===== src/rtl/fringe_clk_scheduler.sv =====
// Freezes mission-clock domains on their rising edges and serialises one PUT and/or GET
// exchange per edge over the shared fringe channel, round-robin, with a per-phase watchdog.
module fringe_clk_scheduler #(
  parameter int NCLK   = 4,
  parameter int IDXW   = 2,
  parameter int WD_MAX = 10000
) (
  input  logic            clk_i,
  input  logic            rst_n,
  input  logic [NCLK-1:0] clk_h,
  input  logic            put_run_en,
  input  logic            get_run_en,
  input  logic            xfer_done,
  input  logic            xfer_ok,
  output logic            xfer_req,
  output logic            xfer_dir,
  output logic [IDXW-1:0] xfer_idx,
  output logic [NCLK-1:0] freeze_clk,
  output logic            busy,
  output logic            wdog_err
);

  localparam int WDW = $clog2(WD_MAX + 1);

  typedef enum logic [1:0] {IDLE, PUT, GET, REL} state_t;

  state_t          state;
  logic [NCLK-1:0] clk_h_d;
  logic [NCLK-1:0] pend;
  logic [NCLK-1:0] edge_det;
  logic [NCLK-1:0] idx_oh;
  logic [NCLK-1:0] rel_clr;
  logic [NCLK-1:0] hold_sel;
  logic [IDXW-1:0] rr_ptr;
  logic [IDXW-1:0] pick;
  logic [IDXW-1:0] cand;
  logic            found;
  logic            xfer_fin;
  logic            wd_hit;
  logic [WDW-1:0]  wd_cnt;

  assign edge_det = clk_h & ~clk_h_d;
  assign idx_oh   = NCLK'(1) << xfer_idx;
  assign rel_clr  = (state == REL) ? idx_oh : '0;
  assign hold_sel = busy ? idx_oh : '0;
  assign xfer_fin = xfer_req & xfer_done & xfer_ok;
  assign wd_hit   = (wd_cnt == WDW'(WD_MAX));

  // Scan starts one past the last served domain so every domain gets a turn.
  always_comb begin
    found = 1'b0;
    pick  = '0;
    cand  = rr_ptr;
    for (int k = 0; k < NCLK; k++) begin
      cand = (cand == IDXW'(NCLK - 1)) ? '0 : cand + IDXW'(1);
      if (!found && pend[cand]) begin
        found = 1'b1;
        pick  = cand;
      end
    end
  end

  always_ff @(posedge clk_i or negedge rst_n) begin
    if (!rst_n) begin
      state      <= IDLE;
      clk_h_d    <= '0;
      pend       <= '0;
      freeze_clk <= '0;
      rr_ptr     <= IDXW'(NCLK - 1);
      xfer_req   <= 1'b0;
      xfer_dir   <= 1'b0;
      xfer_idx   <= '0;
      busy       <= 1'b0;
      wdog_err   <= 1'b0;
      wd_cnt     <= '0;
    end else begin
      clk_h_d    <= clk_h;
      // A new edge on the domain being released wins over the release clear.
      pend       <= (pend & ~rel_clr) | edge_det;
      freeze_clk <= ((pend | hold_sel) & ~rel_clr) | edge_det;

      case (state)
        IDLE: begin
          if (found) begin
            xfer_idx <= pick;
            rr_ptr   <= pick;
            busy     <= 1'b1;
            wd_cnt   <= '0;
            if (put_run_en) begin
              state    <= PUT;
              xfer_req <= 1'b1;
              xfer_dir <= 1'b0;
            end else if (get_run_en) begin
              state    <= GET;
              xfer_req <= 1'b1;
              xfer_dir <= 1'b1;
            end else begin
              state <= REL;
            end
          end
        end

        PUT, GET: begin
          if (xfer_fin) begin
            xfer_req <= 1'b0;
            wd_cnt   <= '0;
            if (state == PUT && get_run_en) begin
              state    <= GET;
              xfer_dir <= 1'b1;
            end else begin
              state <= REL;
            end
          end else if (wd_hit) begin
            wdog_err <= 1'b1;
            xfer_req <= 1'b0;
            state    <= REL;
          end else begin
            if (wd_cnt != '1) wd_cnt <= wd_cnt + WDW'(1);
            // GET entered from PUT re-raises the request after a one-cycle gap.
            if (!xfer_req) xfer_req <= 1'b1;
          end
        end

        REL: begin
          state    <= IDLE;
          busy     <= 1'b0;
          xfer_dir <= 1'b0;
        end

        default: state <= IDLE;
      endcase
    end
  end

endmodule


===== config.mk =====
export PLATFORM = sky130hd
export DESIGN_NAME = fringe_clk_scheduler
export DESIGN_NICKNAME = d
export VERILOG_FILES = /design/src/rtl/fringe_clk_scheduler.sv
export SDC_FILE = /design/constraint.sdc
export NUM_CORES = 1
export LEC_CHECK = 0
export CAP_MARGIN = 20
export CORE_MARGIN = 5
export CORE_UTILIZATION = 50
export DETAILED_ROUTE_END_ITERATION = 10
export DONT_BUFFER_PORTS = 1
export GPL_ROUTABILITY_DRIVEN = 0
export PLACE_DENSITY_LB_ADDON = 0.3
export SKIP_CTS_REPAIR_TIMING = 1
export SLEW_MARGIN = 40
export SYNTH_ARGS = -nofsm -noshare
export SYNTH_HDL_FRONTEND = slang
export SYNTH_SLANG_ARGS = --single-unit

===== constraint.sdc =====
create_clock -name clk_i -period 4.9 [get_ports clk_i]
set_input_delay 1.225 -clock clk_i [delete_from_list [all_inputs] [get_ports clk_i]]
set_output_delay 1.225 -clock clk_i [all_outputs]
set_load 0.05 [all_outputs]

==> impl_metrics.yaml, run 1 <==
logic_synthesis:
  yosysWarnings: 0
  async_reset_ff_frac: 1.00
  synth-edff-count: 0
  ys_seq_area_frac: 0.486
  syn_area_sq_um: 1860
  synth_top_area_frac: 0.457
  ys_types: 46
  post-synth-top-count-cell: "nand2_1"
  synth_seq_cells: 36
  synthFlopType: "dfrtp_1"
  syn_inst: 193
  ys_top_cells_by_count: "nand2_1, dfrtp_1, o21ai_0, inv_1, nand3_1"
  syn_avg_cell_area_sq_um: 9.64
  yosys.area.top_type: "dfrtp_1"
  syn_nets: 210
  synth_area_leaders: "dfrtp_1, nand2_1, ha_1"
die:
  dieHeight_microns: 71
  fp.coreArea_sq_um: 3630
  initial_core_util: 0.512
  row_count: 22
  dieArea_sq_um: 5040
  boundaryPins: 20
  die_w_microns: 71
hold_path:
  hp-class: "reg -> reg"
  worstHoldStart: "clk_h_d[0]"
  min_path_cells: 1
  whs_endpoint: "pend[0]"
worst_setup_path:
  worstPathMaxFanout: 7
  cp.required_ps: 3670
  endpoint_kind: "output port"
  start_kind: "register"
  r2r_setup_slack_ps: 2700
  critical_path_class: "reg -> out"
  cp.arrival_ps: 1040
  r2r_start: "state[1]"
  r2r_cells: 7
  reg2reg_to: "wd_cnt[13]"
clock_tree:
  cts_tree: "done"
  clockBufferDepth: 2
  clock_sinks: 36
  cts_buffers: 5
  insertion_delay_ps: 280
  clk_pin_slew_ps: 70
  cts-root-buf: "clkbuf_8"
  htreeDepth: 2
placed_design:
  dp_hpwl_mm: 2.93
  portBuffers: 0
  preCtsSetupSlack_ps: 2380
  placed_area_sq_um: 1910
timing:
  setup_viol: 0
  slew_violations: 0
  fin_ws_ps: 2640
  period_needed_ps: 2260
  fin_tns_setup_ps: 0
  tightest_slew_ps: 635
  finClkSkew_ps: 3.45
  max_freq_ghz: 0.442
  grt_setup_unrepaired: "no"
  relSlewSlack: 0.577
  finalHoldViolations: 0
  period_share: 0.462
job:
  cap_violations: 0
route:
  drt_iter0_drc: 45
  viasPerCell: 5.90
  routedWlPerCell_microns: 16.1
  drt-total-wl_mm: 3.97
  dr.pass1.iters: 4
  drc: 0
  ant_nets: 0
  vias: 1457
finish:
  fin_util: 0.551
  nNetsFinal: 215
  area_delta_synth_final_pct: 7.60
  antenna_cells: 0
  drive_gt1_frac: 0.121
  final_area_sq_um: 2000
global_routing:
  grt_max_degree: 37
  first_global_vias: 1459
  overflow: 0
  grt_pass1_wl_mm: 6.84
  grt_use_total: 0.169
  antenna_found_initial: 0
pwr:
  p_per_area_nw_per_um2: 651
  total_power_mw: 1.30
  power_leakage_nw: 0.881
  irDropWorstVdd_v: 0.000318
outcome:
  status: "finished clean"
## sequential cells by signal (all words and copies together) (netlist names)
register	flops
wd_cnt	14
xfer_idx	2
pend	4
rr_ptr	2
xfer_dir	1
xfer_req	1
wdog_err	1
clk_h_d	4
freeze_clk	4
state	2
busy	1
## per-layer routing
metal,global-route usage,wire length (microns),up-vias
li1,-,-,706
met1,0.190,1670,702
met2,0.300,2000,40
met3,0.0511,234,9
met4,0.0668,65,0
met5,0,0,-
## stage by stage
stage	cells	hold slack (ps)
6_report	247	467
2_1_floorplan	193	429
5_1_grt	247	489
4_1_cts	247	469
3_3_place_gp	239	452
3_5_place_dp	239	460
## worst max-delay path by stage
stage / slack [ps] / cells past startpoint / to / from
final: 2640 / 0 / xfer_idx[0] / xfer_idx[0]
after global routing: 2520 / 7 / wd_cnt[13] / state[0]
after CTS: 2630 / 0 / xfer_idx[0] / xfer_idx[0]
after detailed placement: 2380 / 5 / wd_cnt[6] / xfer_ok
after global placement: 2430 / 5 / wd_cnt[7] / xfer_ok
after floorplan: 2550 / 6 / state[1] / xfer_ok
## kinds of logic (layout without fill, tap and decap cells)
logic type / Yosys count / after routing / synth area share
flip-flops: 36 / 36 / 0.486
multiplexers: 5 / 5 / 0.0289
adder cells (fa/ha/maj): 7 / 7 / 0.0471
AO/OA/AOI/OAI: 54 / 54 / 0.202
buffers and inverters: 14 / 20 / 0.0303
AND/OR/NAND/NOR: 77 / 77 / 0.206
## worst register-to-register path, cell delays in order, from the launching register on
cell,delay [ps]
dfrtp_1,400
inv_1,120
ha_1,320
or2_2,190
a21boi_0,500
and4_1,320
nand4_1,100
o211a_1,150
## final cells by class
class / count / area [sq um]
Clock inverter: 2 / 10.0
Multi-Input combinational cell: 143 / 901
Inverter: 12 / 45.0
Sequential cell: 36 / 903
Clock buffer: 6 / 82.6
Tap cell: 48 / 60.1
Fill cell: 334 / 1630
## power by group
part,internal (mW),switching (mW)
sequential,0.384,0.203
combinational,0.188,0.311
clock,0.112,0.106
total,0.684,0.620
## cells in the final DEF (no fill, tap or decap), drive strengths merged, types with 4 or more instances in the layout
master,synthesis,final
a31o,4,4
o21ai,16,16
o211ai,8,8
dfrtp,34,34
nand3,10,10
ha,7,7
nand2,40,40
nor2,5,5
a21oi,6,6
a31oi,4,4
inv,12,12
clkbuf,1,6
No activity file was read; power rests on OpenSTA's default activity.
==> run 2, diff against run 1 <==
Clock period 4.9 ns to 2.05 ns, I/O delays scaled along.
==> run 2 against run 1 <==
Against the previous run: setup slack lost 2400 ps; die area is the same; combinational power rose to 2.8 times the previous value; sequential share of layout area fell by 1.6 points; cell count up 3.2%; register-to-register slack got worse by 2500 ps; clock-buffer cell count down 1; largest cell class is now multi-input combinational cells; highest routed layer unchanged.
==> impl_metrics.yaml, run 2 (synthesis gave the netlist of run 1 again) <==
worst_setup_path:
  endpoint_kind: "register"
  start_kind: "register"
  worstPathMaxFanout: 6
  cp.arrival_ps: 2030
  r2r_cells: 6
  critical_path_class: "reg -> reg"
  r2r_start: "state[1]"
  cp.required_ps: 2230
  reg2reg_to: "wd_cnt[13]"
  r2r_setup_slack_ps: 200
timing:
  period_needed_ps: 1850
  period_share: 0.905
  relSlewSlack: 0.618
  grt_setup_unrepaired: "no"
  tightest_slew_ps: 569
  fin_tns_setup_ps: 0
  finClkSkew_ps: 9.81
  setup_viol: 0
  max_freq_ghz: 0.539
  slew_violations: 0
  finalHoldViolations: 0
global_routing:
  antenna_found_initial: 0
  grt_use_total: 0.171
  overflow: 0
  grt_pass1_wl_mm: 6.75
  first_global_vias: 1498
  grt_max_degree: 37
finish:
  drive_gt1_frac: 0.164
  final_common_cell: "nand2_1"
  antenna_cells: 0
  area_delta_synth_final_pct: 11.5
  largest_reg_flops: 14
  nNetsFinal: 223
  fin_util: 0.571
  top_register: "wd_cnt"
  final_cell_mix: "nand2_1, dfrtp_1, o21ai_0"
route:
  routedWlPerCell_microns: 15.6
  dr.pass1.iters: 5
  ant_nets: 0
  drt_iter0_drc: 74
  drt-total-wl_mm: 3.97
  vias: 1528
  viasPerCell: 5.99
  drc: 0
hold_path:
  hp-class: "in -> async"
pwr:
  irDropWorstVdd_v: 0.000824
  p_per_area_nw_per_um2: 1560
  power_leakage_nw: 0.921
  total_power_mw: 3.23
placed_design:
  dp_hpwl_mm: 2.97
  portBuffers: 0
clock_tree:
  cts_buffers: 5
  clk_pin_slew_ps: 80
  cts-root-buf: "clkbuf_8"
  insertion_delay_ps: 300
  clockBufferDepth: 2
  cts_tree: "done"
  htreeDepth: 2
  clock_sinks: 36
die:
  initial_core_util: 0.512
  dieHeight_microns: 71
  row_count: 22
  fp.coreArea_sq_um: 3630
  boundaryPins: 20
  dieArea_sq_um: 5040
  die_w_microns: 71
outcome:
  status: "finished clean"
job:
  cap_violations: 0
==> run 2: cell types whose count changed in the layout (fill, tap and decap cells not counted), sizes merged <==
cell / before / now
clkinv: 2 / 3
clkbuf: 6 / 5
buf: 0 / 8
==> run 2: how the worst max path moves through the flow <==
stage,to,slack (ps),from
floorplan,wd_cnt[13],220,state[0]
global placement,wd_cnt[2],170,state[0]
detailed placement,wd_cnt[13],110,state[1]
CTS,wd_cnt[13],70,state[1]
global route,wd_cnt[2],30,state[1]
finish,wd_cnt[13],200,state[1]
==> run 2: final cells by class <==
| type | instances | area (sq um) |
|---|---|---|
| Timing Repair Buffer | 8 | 72.6 |
| Tap cell | 48 | 60.1 |
| Clock inverter | 3 | 18.8 |
| Sequential cell | 36 | 903 |
| Inverter | 12 | 45.0 |
| Multi-Input combinational cell | 143 | 906 |
| Clock buffer | 5 | 68.8 |
| Fill cell | 338 | 1560 |
==> run 2: layer usage <==
| layer | wire length [microns] | global-route usage |
|---|---|---|
| met4 | 159 | 0.102 |
| met2 | 1900 | 0.278 |
| met5 | 0 | 0 |
| met3 | 263 | 0.0696 |
| met1 | 1640 | 0.188 |
==> run 2: power breakdown <==
part	switching, mW	internal (mW)	total (mW)
clock	0.263	0.236	0.500
combinational	0.872	0.552	1.42
sequential	0.385	0.921	1.31
total	1.52	1.71	3.23
==> run 2: critical path: stages (launching register included) <==
cell	delay, ps
dfrtp_1	400
inv_1	120
ha_2	310
or2_2	330
a21boi_1	170
and4_1	210
o211a_1	200
==> run 2: per-stage QoR <==
stage	instance area (sq um)	worst slack, ps	hold WS [ps]	std cells
6_report	2070	196	35.9	255
5_1_grt	2070	27.8	31.8	255
4_1_cts	2050	73.2	-107	254
3_5_place_dp	1960	106	218	246
3_3_place_gp	1960	173	218	246
2_1_floorplan	1860	218	217	193
==> run 3, diff against run 2 <==
Settings changed: HOLD_SLACK_MARGIN from default to 0.03.
Clock period 2.05 ns to 1.6 ns, I/O delays scaled along.
==> run 3 against run 2 <==
Against the previous run: the run now ends with negative setup slack left; combinational power up 100%; register-to-register slack worse by 310 ps; highest routed layer unchanged; clock skew down 3.9 ps; via count up 18%; flip-flop and latch count unchanged.
==> impl_metrics.yaml, run 3 (synthesis gave the netlist of run 1 again) <==
timing:
  setup_viol: 12
  tightest_slew_ps: 488
  period_needed_ps: 1710
  relSlewSlack: 0.675
  finalHoldViolations: 0
  fin_ws_ps: -113
  grt_setup_unrepaired: "yes"
  period_share: 1.07
  max_freq_ghz: 0.584
  finClkSkew_ps: 5.87
  slew_violations: 0
clock_tree:
  clock_sinks: 36
  cts-root-buf: "clkbuf_8"
  cts_buffers: 5
  clockBufferDepth: 2
  cts_tree: "done"
  clk_pin_slew_ps: 70
  htreeDepth: 2
  insertion_delay_ps: 290
placed_design:
  preCtsSetupSlack_ps: -171
  post-place-cells: 284
  portBuffers: 0
  dp_hpwl_mm: 3.50
  placed_area_sq_um: 2270
hold_path:
  whs_endpoint: "clk_h_d[1]"
  min_path_cells: 0
  hp-class: "in -> reg"
  worstHoldStart: "clk_h[1]"
worst_setup_path:
  r2r_setup_slack_ps: -110
  critPathBufInv: 3
  critical_path_class: "reg -> reg"
  endpoint_kind: "register"
  r2r_cells: 9
  cp.required_ps: 1770
  start_kind: "register"
  critPathSlowestCell: "dfrtp_1"
  reg2reg_to: "wd_cnt[5]"
  r2r_start: "wd_cnt[0]"
  cpLargestDelayFamily: "flip-flops"
  path_cells: "inv_1, ha_2, nand2_1, nand4b_1, buf_6, o21ai_4, buf_4, o311ai_1, nand3_1"
  slowest_delay_ps: 400
  worstPathMaxFanout: 6
  crit_start: "wd_cnt[0]"
  cp.arrival_ps: 1890
pwr:
  power_leakage_nw: 1.15
  irDropWorstVdd_v: 0.00161
  p_per_area_nw_per_um2: 2040
  total_power_mw: 5.12
outcome:
  status: "complete, but fails checks"
  violations: "negative setup slack"
die:
  dieArea_sq_um: 5040
  dieHeight_microns: 71
  fp.coreArea_sq_um: 3630
  initial_core_util: 0.512
  die_w_microns: 71
  row_count: 22
  boundaryPins: 20
finish:
  final_common_cell: "buf_4"
  top_register: "wd_cnt"
  antenna_cells: 0
  area_delta_synth_final_pct: 35.1
  fin_util: 0.692
  final_area_sq_um: 2510
  largest_reg_flops: 14
  final_cell_mix: "buf_4, nand2_1, dfrtp_1"
  layoutNonFillerInstCount: 299
  drive_gt1_frac: 0.390
  nNetsFinal: 267
global_routing:
  antenna_found_initial: 0
  grt_max_degree: 37
  grt_use_total: 0.205
  grt_pass1_wl_mm: 8.09
  overflow: 0
  first_global_vias: 1792
job:
  cap_violations: 0
route:
  viasPerCell: 6.04
  drt-total-wl_mm: 5.16
  wl_met1_mm: 1.99
  ant_nets: 0
  dr.pass1.iters: 4
  top_layer: "met4"
  drc: 0
  wl_met3_microns: 351
  drt_iter0_drc: 124
  vias: 1805
  wl_met2_mm: 2.62
  routedWlPerCell_microns: 17.2
## run 3: per-layer routing
metal / GRT usage / vias to the layer above
li1: - / 814
met1: 0.234 / 890
met2: 0.347 / 80
met3: 0.0554 / 21
met4: 0.111 / 0
met5: 0 / -
## run 3: worst register-to-register path: stages, from the launching register on
cell and delay (ps):
dfrtp_1 400, inv_1 60, ha_2 180, nand2_1 70, nand4b_1 150, buf_6 150
o21ai_4 80, buf_4 140, o311ai_1 260, nand3_1 100
## run 3: where the power goes
group	internal, mW	switching (mW)
Clock	0.303	0.341
Sequential	1.18	0.438
Combinational	1.34	1.52
## run 3: how the worst max path moves through the flow
stage               slack (ps)  depth (start not counted)          to
detailed placement        -170                          6   wd_cnt[1]
global placement           -90                          6   wd_cnt[1]
global route              -260                          6   wd_cnt[6]
CTS                       -190                          6   wd_cnt[1]
floorplan                  -90                          7  wd_cnt[11]
finish                    -110                          9   wd_cnt[5]
## run 3: final cells by class
| class | instances | area, sq um |
|---|---|---|
| inverter | 12 | 45.0 |
| multi-input combinational | 143 | 1000 |
| tap | 48 | 60.1 |
| timing repair buffer | 52 | 417 |
| clock buffer | 5 | 68.8 |
| fill | 269 | 1120 |
| sequential | 36 | 905 |
| clock inverter | 3 | 18.8 |
## run 3: stage by stage
stage / hold WS (ps) / TNS, ps
after CTS: -216 / -1340
after global placement: 105 / -534
after global routing: 106 / -2130
after floorplan: 104 / -586
final: 129 / -828
after detailed placement: 105 / -1100
